[src/rtl/rx_sample_pacer_if.sv]
// Sample-frame bus between the ADC front end, the pacer and the phase datapath.
// Latency: none (wires only).
// Backpressure: in_ready qualifies in_valid; the rx side has no backpressure (enable strobe only).
//
// Signals:
//   in_valid / in_ready      : frame handshake into the pacer
//   in_ch0..in_ch3           : 16-bit signed input frame
//   rx1..rx4                 : 16-bit signed paced frame (rx1 = ch0 ... rx4 = ch3)
//   enable                   : one-cycle strobe marking a new rx frame
interface rx_sample_pacer_if;
    logic               in_valid;
    logic               in_ready;
    logic signed [15:0] in_ch0;
    logic signed [15:0] in_ch1;
    logic signed [15:0] in_ch2;
    logic signed [15:0] in_ch3;
    logic signed [15:0] rx1;
    logic signed [15:0] rx2;
    logic signed [15:0] rx3;
    logic signed [15:0] rx4;
    logic               enable;

    // Producer of input frames / consumer of paced frames.
    modport master (
        output in_valid, in_ch0, in_ch1, in_ch2, in_ch3,
        input  in_ready, rx1, rx2, rx3, rx4, enable
    );

    // The pacer itself.
    modport slave (
        input  in_valid, in_ch0, in_ch1, in_ch2, in_ch3,
        output in_ready, rx1, rx2, rx3, rx4, enable
    );
endinterface

[src/rtl/rx_sample_pacer.sv]
// Paces buffered four-channel hydrophone frames onto rx1..rx4 once every CADENCE+1 clocks.
// Latency: at least 1 edge from push to output, otherwise until the next pacing tick.
// Backpressure: in_ready drops while the FIFO is full; a tick with an empty FIFO sets sticky underrun.
//
// Ports:
//   clock, reset (sync, active-high), run (level, 1 = pacing active)
//   bus         : input handshake + frame, paced rx1..rx4 and enable strobe
//   underrun    : sticky, a tick found the FIFO empty (cleared by reset only)
//   frames_sent : frames released, wraps at 1024
//   fifo_level  : frames currently buffered
module rx_sample_pacer #(
    parameter int CADENCE    = 511,
    parameter int FIFO_DEPTH = 8
) (
    input  logic                          clock,
    input  logic                          reset,
    input  logic                          run,
    rx_sample_pacer_if.slave              bus,
    output logic                          underrun,
    output logic [9:0]                    frames_sent,
    output logic [$clog2(FIFO_DEPTH):0]   fifo_level
);
    localparam int AW = $clog2(FIFO_DEPTH);
    localparam int LW = AW + 1;

    typedef struct packed {
        logic signed [15:0] ch3;
        logic signed [15:0] ch2;
        logic signed [15:0] ch1;
        logic signed [15:0] ch0;
    } frame_t;

    typedef enum logic {IDLE, RUN} state_t;

    state_t          state;
    logic [9:0]      cnt;
    frame_t          mem [FIFO_DEPTH];
    logic [AW-1:0]   wr_ptr;
    logic [AW-1:0]   rd_ptr;
    logic [LW-1:0]   level;
    logic            full;
    logic            empty;
    logic            push;
    logic            tick;
    logic            pop;
    frame_t          head;

    assign full   = (level == LW'(FIFO_DEPTH));
    assign empty  = (level == '0);
    assign bus.in_ready = !full && !reset;
    assign push   = bus.in_valid && bus.in_ready;
    // Dropping run wins over a tick on the same edge, hence run in the term.
    assign tick   = (state == RUN) && run && (cnt == '0);
    // The pop reads the registered head; a same-edge push lands in another slot.
    assign pop    = tick && !empty;
    assign head   = mem[rd_ptr];
    assign fifo_level = level;

    // Storage needs no reset: pointers and level define what is valid.
    always_ff @(posedge clock) begin
        if (push) begin
            mem[wr_ptr] <= {bus.in_ch3, bus.in_ch2, bus.in_ch1, bus.in_ch0};
        end
    end

    always_ff @(posedge clock) begin
        if (reset) begin
            state       <= IDLE;
            cnt         <= 10'(CADENCE);
            wr_ptr      <= '0;
            rd_ptr      <= '0;
            level       <= '0;
            bus.rx1     <= '0;
            bus.rx2     <= '0;
            bus.rx3     <= '0;
            bus.rx4     <= '0;
            bus.enable  <= 1'b0;
            underrun    <= 1'b0;
            frames_sent <= '0;
        end else begin
            if (push) begin
                wr_ptr <= wr_ptr + AW'(1);
            end
            if (pop) begin
                rd_ptr <= rd_ptr + AW'(1);
            end
            case ({push, pop})
                2'b10:   level <= level + LW'(1);
                2'b01:   level <= level - LW'(1);
                default: level <= level;
            endcase

            case (state)
                IDLE: begin
                    bus.enable <= 1'b0;
                    cnt        <= 10'(CADENCE);
                    if (run) begin
                        state <= RUN;
                    end
                end
                RUN: begin
                    if (!run) begin
                        state      <= IDLE;
                        cnt        <= 10'(CADENCE);
                        bus.enable <= 1'b0;
                    end else if (cnt != '0) begin
                        cnt        <= cnt - 10'd1;
                        bus.enable <= 1'b0;
                    end else begin
                        cnt <= 10'(CADENCE);
                        if (!empty) begin
                            bus.rx1     <= head.ch0;
                            bus.rx2     <= head.ch1;
                            bus.rx3     <= head.ch2;
                            bus.rx4     <= head.ch3;
                            bus.enable  <= 1'b1;
                            frames_sent <= frames_sent + 10'd1;
                        end else begin
                            bus.enable <= 1'b0;
                            underrun   <= 1'b1;
                        end
                    end
                end
                default: begin
                    state      <= IDLE;
                    bus.enable <= 1'b0;
                end
            endcase
        end
    end
endmodule

[src/flat_wrapper.sv]
// flat-port wrapper written by rule: the top's interface ports become plain ports
module rx_sample_pacer_flat 
#(
    parameter int CADENCE    = 511,
    parameter int FIFO_DEPTH = 8
)
  (clock, reset, run, underrun, frames_sent, fifo_level, bus_in_valid, bus_in_ch0, bus_in_ch1, bus_in_ch2, bus_in_ch3, bus_in_ready, bus_rx1, bus_rx2, bus_rx3, bus_rx4, bus_enable);
  rx_sample_pacer_if bus_i ();
  input  logic clock;
  input  logic reset;
  input  logic run;
  output logic underrun;
  output logic [9:0] frames_sent;
  output logic [$clog2(FIFO_DEPTH):0] fifo_level;
  input wire logic [$bits(bus_i.in_valid)-1:0] bus_in_valid;
  input wire logic [$bits(bus_i.in_ch0)-1:0] bus_in_ch0;
  input wire logic [$bits(bus_i.in_ch1)-1:0] bus_in_ch1;
  input wire logic [$bits(bus_i.in_ch2)-1:0] bus_in_ch2;
  input wire logic [$bits(bus_i.in_ch3)-1:0] bus_in_ch3;
  output wire logic [$bits(bus_i.in_ready)-1:0] bus_in_ready;
  output wire logic [$bits(bus_i.rx1)-1:0] bus_rx1;
  output wire logic [$bits(bus_i.rx2)-1:0] bus_rx2;
  output wire logic [$bits(bus_i.rx3)-1:0] bus_rx3;
  output wire logic [$bits(bus_i.rx4)-1:0] bus_rx4;
  output wire logic [$bits(bus_i.enable)-1:0] bus_enable;
  assign bus_i.in_valid = bus_in_valid;
  assign bus_i.in_ch0 = bus_in_ch0;
  assign bus_i.in_ch1 = bus_in_ch1;
  assign bus_i.in_ch2 = bus_in_ch2;
  assign bus_i.in_ch3 = bus_in_ch3;
  assign bus_in_ready = bus_i.in_ready;
  assign bus_rx1 = bus_i.rx1;
  assign bus_rx2 = bus_i.rx2;
  assign bus_rx3 = bus_i.rx3;
  assign bus_rx4 = bus_i.rx4;
  assign bus_enable = bus_i.enable;
  rx_sample_pacer #(.CADENCE(CADENCE), .FIFO_DEPTH(FIFO_DEPTH)) u_core (.clock(clock), .reset(reset), .run(run), .bus(bus_i), .underrun(underrun), .frames_sent(frames_sent), .fifo_level(fifo_level));
endmodule
[config.mk]
export PLATFORM = sky130hd
export DESIGN_NAME = rx_sample_pacer_flat
export DESIGN_NICKNAME = d
export VERILOG_FILES = /design/src/rtl/rx_sample_pacer_if.sv /design/src/rtl/rx_sample_pacer.sv /design/src/flat_wrapper.sv
export SDC_FILE = /design/constraint.sdc
export NUM_CORES = 1
export LEC_CHECK = 0
export CORE_MARGIN = 2
export CORE_UTILIZATION = 59
export CTS_CLUSTER_DIAMETER = 120
export CTS_CLUSTER_SIZE = 10
export DETAILED_ROUTE_END_ITERATION = 7
export GPL_TIMING_DRIVEN = 0
export PLACE_DENSITY_LB_ADDON = 0.2
export SYNTH_ARGS = -nofsm -noshare
export SYNTH_HDL_FRONTEND = slang
export SYNTH_SLANG_ARGS = --single-unit
[constraint.sdc]
create_clock -name clock -period 8.4 [get_ports clock]
set_input_delay 1.26 -clock clock [delete_from_list [all_inputs] [get_ports clock]]
set_output_delay 1.26 -clock clock [all_outputs]
set_load 0.1 [all_outputs]
Word-level counts from Yosys, hierarchy flattened
Memories as Yosys holds them, arrays and structs flattened. A register that Yosys moved wholly into a read port is not among the register bits.
Index checks and enable logic that the tools add are counted.
{"block": "word_totals", "ff_bits": 33, "ramBits": 512, "out_inout_bits": 81, "memories": 1}
{"name": "u_core.mem", "depth": 8, "word_bits": 64, "read_ports": 1, "rd_ports_with_merged_regs": 1, "write_ports": 1, "line": "rx_sample_pacer.sv:37", "rtl": "frame_t mem [FIFO_DEPTH];"}
{"block": "op_classes", "add_sub_neg": 6, "n_eq_ne": 3, "n_mux": 11, "n_bitwise": 3, "n_reduce_logical": 14}
{"cell": "10-bit two-way mux", "count": 2}
{"cell": "10-bit one-hot mux with 2 select lines", "count": 1}
{"cell": "10-bit by 1-bit adder with 10-bit output (second input constant)", "count": 1}
{"cell": "10-bit zero test", "count": 1}
{"cell": "10-bit nonzero test", "count": 1}
{"cell": "10-bit by 1-bit subtractor with 10-bit output (second input constant)", "count": 1}
{"cell": "4-bit one-hot mux with 2 select lines", "count": 1}
{"cell": "4-bit AND reduction", "count": 2}
{"cell": "3-bit by 1-bit adder with 3-bit output (second input constant)", "count": 2}
{"cell": "1-bit two-way mux", "count": 6}
{"cell": "1-bit logical AND", "count": 5}
{"cell": "4-bit by 1-bit adder with 4-bit output (second input constant)", "count": 1}
{"cell": "4-bit equality test (second input constant)", "count": 1}
{"cell": "4-bit zero test", "count": 1}
{"cell": "4-bit by 1-bit subtractor with 4-bit output (second input constant)", "count": 1}
{"cell": "1-bit zero test", "count": 3}
{"cell": "1-bit NOT", "count": 3}
{"cell": "2-bit by 1-bit equality test with 1-bit output (second input constant)", "count": 1}
{"cell": "2-bit equality test (second input constant)", "count": 1}
{"cell": "1-bit one-hot mux with 2 select lines", "count": 1}
{"cell": "2-bit nonzero test", "count": 1}

Logic depth before layout (Yosys ltp)
Gate-level depths: netlist of the first run.
{"block": "logic_depth", "depth_word": 6, "mapped_depth": 13, "mapped_depth_nobuf": 12}

Worst setup path after synthesis of the first run
OpenSTA, ideal clock, no wires.
{"block": "synth_path", "kind": "register -> register", "from": "register u_core.level[1], in the netlist u_core.fifo_level[1]", "to": "memory u_core.mem[0][0] (netlist name) (enable)", "arrival_time_ns": 6.373, "t_required_ns": 7.835, "path_slack_ns": 1.462, "stages_incl_launch_ff": 6, "path_buffers": 1, "path_cell_list": "dfxtp_1 -> clkbuf_1 -> nor4b_1 -> nor3b_1 -> nand2b_1 -> nor3_1"}
{"block": "synth_via", "elab_chain_cells": 6}
{"item": "from (decl)", "line": "rx_sample_pacer.sv:40", "rtl": "logic [LW-1:0] level;"}
{"item": "from (signal assigned)", "line": "rx_sample_pacer.sv:88", "rtl": "2'b10: level <= level + LW'(1);"}
{"item": "from (signal assigned)", "line": "rx_sample_pacer.sv:89", "rtl": "2'b01: level <= level - LW'(1);"}
{"item": "from (signal assigned)", "line": "rx_sample_pacer.sv:90", "rtl": "default: level <= level;"}
{"item": "4-bit equality test", "line": "rx_sample_pacer.sv:48", "rtl": "assign full = (level == LW'(FIFO_DEPTH));"}
{"item": "1-bit zero test", "line": "rx_sample_pacer.sv:50", "rtl": "assign bus.in_ready = !full && !reset;"}
{"item": "1-bit logical AND", "line": "rx_sample_pacer.sv:50"}
{"item": "1-bit logical AND", "line": "rx_sample_pacer.sv:51", "rtl": "assign push = bus.in_valid && bus.in_ready;"}
{"item": "1-bit two-way mux", "line": "rx_sample_pacer.sv:61", "rtl": "if (push) begin"}
{"item": "1-bit two-way mux (implied by the code)", "line": "rx_sample_pacer.sv:62", "rtl": "mem[wr_ptr] <= {bus.in_ch3, bus.in_ch2, bus.in_ch1, bus.in_ch0};"}
{"item": "to (decl)", "line": "rx_sample_pacer.sv:37"}
No other way between the ends.

Worst setup path in the final report of the first run
{"block": "layout_path", "from": "input reset", "to": "output bus_in_ready"}
{"block": "layout_via", "elab_chain_cells": 2}
{"item": "from (decl)", "line": "flat_wrapper.sv:10", "rtl": "input logic reset;"}
{"item": "1-bit zero test", "line": "rx_sample_pacer.sv:50"}
{"item": "1-bit logical AND", "line": "rx_sample_pacer.sv:50"}
{"item": "to (decl)", "line": "flat_wrapper.sv:20", "rtl": "output wire logic [$bits(bus_i.in_ready)-1:0] bus_in_ready;"}
No other way between the ends.

==> results of run 1 <==
[layer usage]
metal	wire (um)	vias to the layer above	global-route usage, %
met4	1141	2	8.307
li1	-	5174	-
met5	8	-	0
met1	20530	6139	34.87
met2	24550	450	41.09
met3	3059	82	4.367
[per-stage QoR]
stage	instance area, um2	instances	util [%]	hold slack, ns	total power, mW
3_5_place_dp	25650	1837	66.69	0.4006	3.533
6_report	27670	1962	71.94	0.4099	6.178
2_1_floorplan	22900	1139	-	0.3790	3.439
3_3_place_gp	25030	1805	65.07	0.3907	3.523
5_1_grt	27670	1961	71.93	0.4571	6.363
4_1_cts	27660	1959	71.92	0.4142	6.225
[power groups by stage]
stage	Combinational [mW]	Clock, mW	Sequential (mW)
finish	0.157	2.71	3.31
floorplan	0.0565	0	3.38
global route	0.169	2.88	3.31
detailed placement	0.157	0	3.38
CTS	0.158	2.75	3.31
global placement	0.140	0	3.38
[kinds of logic after synthesis]
kind of cell	after synthesis	synth area share, %
compound gates	160	4.415
buf+inv	68	1.300
fa+ha+maj	8	0.4371
xor+xnor	10	0.3825
simple gates	87	2.229
flops	609	75.62
mux	197	15.62
[flip-flops by register name (all words and copies together) (netlist names), 4 cells and up]
name                count
u_core.bus.rx1         16
u_core.cnt             10
u_core.mem            512
u_core.frames_sent     10
u_core.bus.rx4         16
u_core.bus.rx2         16
u_core.bus.rx3         16
u_core.fifo_level       4
[worst max path at each step]
stage,depth (start not counted),endpoint
floorplan,5,u_core.mem[0][0]
global placement,4,u_core.mem[0][7]
detailed placement,5,bus_in_ready
CTS,5,bus_in_ready
global route,5,bus_in_ready
finish,5,bus_in_ready
[cell usage after synthesis, types with 5 or more instances]
library cell	instances	area [um2]
edfxtp_1	512	15370
mux4_2	128	2883
dfxtp_1	97	1942
a21oi_1	77	385.4
mux2i_1	67	670.6
o21bai_1	64	480.5
clkbuf_1	29	108.9
buf_2	25	125.1
nor2_1	23	86.33
nand2_1	11	41.29
ha_1	8	100.1
buf_1	7	26.28
nand2b_1	7	43.79
or4_1	7	52.55
nand3_1	6	30.03
o21ai_0	6	30.03
o31ai_1	6	45.04
xnor2_1	6	52.55
inv_1	5	18.77
[worst max-delay path, stage by stage]
cell and delay (ns):
clkdlybuf4s50_1 0.57, clkbuf_1 0.41, clkbuf_1 0.46, nor2_1 0.12, clkdlybuf4s50_1 1.00
[layout by cell type (no fill, tap or decap), types with 14 or more instances in the layout]
| cell type | count |
|---|---|
| clkdlybuf4s50_1 | 148 |
| edfxtp_1 | 512 |
| clkbuf_16 | 73 |
| clkbuf_1 | 78 |
| a21oi_1 | 77 |
| mux2i_1 | 67 |
| nor2_1 | 17 |
| mux4_2 | 128 |
| o21bai_1 | 64 |
| buf_6 | 14 |
| dfxtp_1 | 97 |
| buf_2 | 25 |
[cell type report]
class	instances	area [um2]	area share [%]
Antenna cell	3	7.507	0.02713
Buffer	63	279.0	1.008
Clock buffer	122	2011	7.266
Inverter	5	18.77	0.06782
Multi-Input combinational cell	462	5340	19.30
Sequential cell	609	17320	62.58
Tap cell	518	648.1	2.342
Timing Repair Buffer	180	2051	7.411
==> reports/metrics.cfg, run 1 <==
[yosys]
async_flop_share_pct = 0
syn_inst = 1139
synth_nets = 1215
synth_area_um2 = 22900
synth_edf_count = 512
synth_seq_area_share_pct = 75.62
synth_flop_cell = edfxtp_1
yosys_warnings = 0
postSynthAreaPerCell_um2 = 20.10
synth.distinct_cells = 44
synth-seq-cells = 609

[detailed_routing]
drt_wl_total_um = 49280
ant_nets = 0
drc_errors = 0
avgViaCountPerCell = 6.038
wl_per_cell_um = 25.12
vias = 11850
drtIter0Drc = 1069
dr.pass1.iters = 5

[placed_design]
hpwl_um = 30440
gp_congestion = 0.7586
place_ws_ns = 3.350
portBuffers = 148

[setup_path]
cp-start-kind = input port
cp_data_arrival_time_ns = 3.82
reg2reg_depth = 9
path_class = input port to output pin
r2r-start = u_core.fifo_level[1]
reg2reg_to = u_core.mem[1][0]
critPathLaunch = reset
crit_path_max_fanout = 10
r2r_setup_slack_ns = 4.76
cp.required_ns = 7.14
worst_setup_path_end_kind = output pin

[timing]
worst_slew_pin_slew_ns = 1.092
setup_viol_count_final = 0
setup_slack_ns = 3.321
fin_skew_ns = 0.01781
period_needed_ns = 5.079
period_share_pct = 60.46
fmax_ghz = 0.1969
tns_ns = 0
relSlewSlack_pct = 26.98
rsz0062_at_grt = no
slew_violations = 0
hold_viol = 0

[power_and_ir_drop]
peakVddDrop_uv = 161.4
clockPowerShare_pct = 43.8
leakage_nw = 9.032
share_comb_of_total_power_pct = 2.5
switching_share_pct = 19.35
p_per_area_nw_per_um2 = 223.3
p_seq_share_pct = 53.6
p_int_mw = 4.982
netSwitchingPower_mw = 1.195

[global_route]
grt_pass1_wl_um = 74890
antenna_found_initial = 4
grt_overflow = 0
grt_max_degree = 26
grt_pass1_vias = 12400
grt_usage_pct = 25.10

[outcome]
status = finished, final reports clean

[die]
ios = 149
start_util_pct = 59.53
die_h_um = 201.0
die_w_um = 201.0
die_area_um2 = 40410
num_rows = 72
core-area_um2 = 38470

[cts]
clockBufferDepth = 3
cts.clk_slew.worst_paths_ns = 0.06
cts_root_buf = clkbuf_16
cts_tree = built
cts.sinks = 609
cts-hold-fix-buffers = 0
htreeDepth = 3
clock_latency_ns = 0.58
cts-resized-gates = 0
cts_setup_buffers = 0
cts_made_buffers = 70

[hold_path]
hp-class = flop to flop
hold_depth = 1
hp-start = u_core.cnt[0]
worstHoldEndpoint = u_core.cnt[0]

[finish]
drive_gt1_share_pct = 19.36
fillers = 2337
final_nets = 1467
area_growth_pct = 20.84

[run]
drv_cap = 0

No activity file was read; power rests on OpenSTA's default activity.
==> run 2: changes to the inputs <==
CORE_UTILIZATION = 53   (was 59)
clock period = 4.65 ns   (was 8.4 ns; I/O delays follow)
==> run 2 against run 1 <==
  * Design area is 0.25% higher
  * Register-to-register slack worse by 3.6 ns
  * Die area is 11% higher
  * Core utilization decreased by 7.3 points
  * Critical endpoint unchanged
==> reports/metrics.cfg, run 2 (same netlist as run 1, synthesis figures left out) <==
[global_route]
grt_pass1_wl_um = 72710  ; was 74890 um
grt_usage_pct = 22.30  ; was 25.10%
grt_max_degree = 26  ; unchanged
grt_pass1_vias = 11920  ; was 12400
grt_overflow = 0  ; unchanged
antenna_found_initial = 4  ; unchanged

[power_and_ir_drop]
switching_share_pct = 19.30  ; was 19.35%
peakVddDrop_uv = 232.7  ; was 161.4 uV
clockPowerShare_pct = 43.7  ; was 43.8%
p_int_mw = 9.001  ; was 4.982 mW
p_per_area_nw_per_um2 = 402.1  ; was 223.3 nW/um2
share_comb_of_total_power_pct = 2.6  ; was 2.5%
leakage_nw = 9.001  ; was 9.032 nW
netSwitchingPower_mw = 2.153  ; was 1.195 mW
p_seq_share_pct = 53.7  ; was 53.6%

[timing]
rsz0062_at_grt = no  ; unchanged
setup_viol_count_final = 0  ; unchanged
period_needed_ns = 3.953
tns_ns = 0  ; unchanged
slew_violations = 0  ; unchanged
relSlewSlack_pct = 19.90  ; was 26.98%
fin_skew_ns = 0.02076  ; was 0.01781 ns
hold_viol = 0  ; unchanged
fmax_ghz = 0.2530
period_share_pct = 85.01
worst_slew_pin_slew_ns = 1.202  ; was 1.092 ns

[run]
drv_cap = 0  ; unchanged

[setup_path]
cp-start-kind = input port  ; unchanged
path_buf_inv = 4  ; unchanged
r2r_setup_slack_ns = 1.11  ; was 4.76 ns
cpPeakStageDelay_ns = 1.00  ; about the same
cp_data_arrival_time_ns = 3.26  ; was 3.82 ns
slowest_stage = clkdlybuf4s50_1  ; unchanged
cp_top_family = buffers and inverters  ; unchanged
path_class = input port to output pin  ; unchanged
crit_path_max_fanout = 10  ; unchanged
crit_chain = clkdlybuf4s50_1 > clkbuf_1 > clkbuf_1 > nor2_1 > clkdlybuf4s50_1  ; unchanged
worst_setup_path_end_kind = output pin  ; unchanged
cp.required_ns = 3.95  ; was 7.14 ns

[finish]
area_growth_pct = 21.14  ; was 20.84%
regMostFlops = u_core.mem  ; unchanged
final_nets = 1460  ; was 1467
drive_gt1_share_pct = 18.98  ; was 19.36%
largest_reg_flops = 512  ; unchanged
layout_common_cells = 512 x edfxtp_1, 148 x clkdlybuf4s50_1, 128 x mux4_2  ; unchanged
fillers = 2918  ; was 2337
final_common_cell = edfxtp_1  ; unchanged
finalInstanceArea_um2 = 27740  ; was 27670 um2

[die]
die_w_um = 211.9  ; was 201.0 um
die_h_um = 211.9  ; was 201.0 um
start_util_pct = 53.40  ; was 59.53%
die_area_um2 = 44880  ; was 40410 um2
ios = 149  ; unchanged
core-area_um2 = 42890  ; was 38470 um2
num_rows = 76  ; was 72

[cts]
cts-resized-gates = 0  ; unchanged
cts_root_buf = clkbuf_16  ; unchanged
cts_made_buffers = 70  ; unchanged
cts.clk_slew.worst_paths_ns = 0.06  ; about the same
cts_tree = built  ; unchanged
htreeDepth = 3  ; unchanged
cts.sinks = 609  ; unchanged
clock_latency_ns = 0.58  ; about the same
cts-hold-fix-buffers = 0  ; unchanged
cts_setup_buffers = 0  ; unchanged
clockBufferDepth = 3  ; unchanged

[detailed_routing]
drc_errors = 0  ; unchanged
dr.pass1.iters = 5  ; unchanged
wl_per_cell_um = 24.06  ; was 25.12 um
vias = 11630  ; was 11850
ant_nets = 0  ; unchanged
avgViaCountPerCell = 5.760  ; was 6.038
drtIter0Drc = 1114  ; was 1069
drt_wl_total_um = 48580  ; was 49280 um

[placed_design]
postPlaceCellArea_um2 = 25730  ; was 25650 um2
gp_congestion = 0.7764  ; was 0.7586
hpwl_um = 30130  ; was 30440 um
portBuffers = 148  ; unchanged

[hold_path]
hp-class = flop to flop  ; unchanged

[outcome]
status = finished, final reports clean  ; unchanged

==> run 2: area by class of cell <==
| cell class | instances | area, um2 | area share [%] |
|---|---|---|---|
| Sequential cell | 609 | 17320 | 62.42 |
| Multi-Input combinational cell | 462 | 5353 | 19.30 |
| Timing Repair Buffer | 173 | 2032 | 7.325 |
| Clock buffer | 121 | 2007 | 7.235 |
| Tap cell | 585 | 732.0 | 2.639 |
| Buffer | 63 | 279.0 | 1.006 |
| Inverter | 5 | 18.77 | 0.06766 |
| Antenna cell | 1 | 2.502 | 0.009021 |
==> run 2: worst register-to-register path, stage by stage, from the launching register on <==
cell      delay [ns]
dfxtp_1         0.35
clkbuf_1        0.32
nor4b_1         0.16
nor3b_1         0.58
nand2_1         0.41
nor2_4          0.86
buf_12          0.31
buf_12          0.23
==> run 2: worst paths after layout <==
| kind | to | startpoint | cells past startpoint |
|---|---|---|---|
| hold / removal | u_core.cnt[0] | u_core.cnt[0] | 1 |
| setup / recovery | bus_in_ready | reset | 5 |
| hold reg to reg | u_core.cnt[0] | u_core.cnt[0] | 1 |
| setup reg to reg | u_core.mem[5][5] | u_core.fifo_level[1] | 7 |
==> run 2: power by group through the flow <==
| stage | Clock (mW) | Combinational, mW | Sequential, mW |
|---|---|---|---|
| finish | 4.88 | 0.289 | 5.99 |
| detailed placement | 0 | 0.291 | 6.10 |
| global placement | 0 | 0.255 | 6.10 |
| floorplan | 0 | 0.102 | 6.11 |
| CTS | 4.96 | 0.292 | 5.99 |
| global route | 5.18 | 0.310 | 5.99 |
==> run 2: layer usage <==
metal / vias to the layer above / global-route usage, % / wire [um]
met5: - / 0 / 34
met4: 6 / 6.411 / 875
met3: 78 / 4.109 / 2777
met2: 348 / 35.93 / 23820
met1: 6046 / 31.58 / 21070
li1: 5151 / - / -
==> run 2: per-stage QoR <==
step | hold WS (ns) | setup slack (ns) | utilization (%) | instances | total power [mW]
2_1_floorplan | 0.3790 | -0.5596 | - | 1139 | 6.210
3_3_place_gp | 0.3959 | -3.462 | 58.58 | 1872 | 6.360
3_5_place_dp | 0.4189 | 0.7272 | 60.00 | 1897 | 6.390
4_1_cts | 0.4312 | 0.7313 | 64.68 | 2018 | 11.24
5_1_grt | 0.4395 | 0.5818 | 64.68 | 2018 | 11.48
6_report | 0.4239 | 0.6969 | 64.68 | 2019 | 11.15
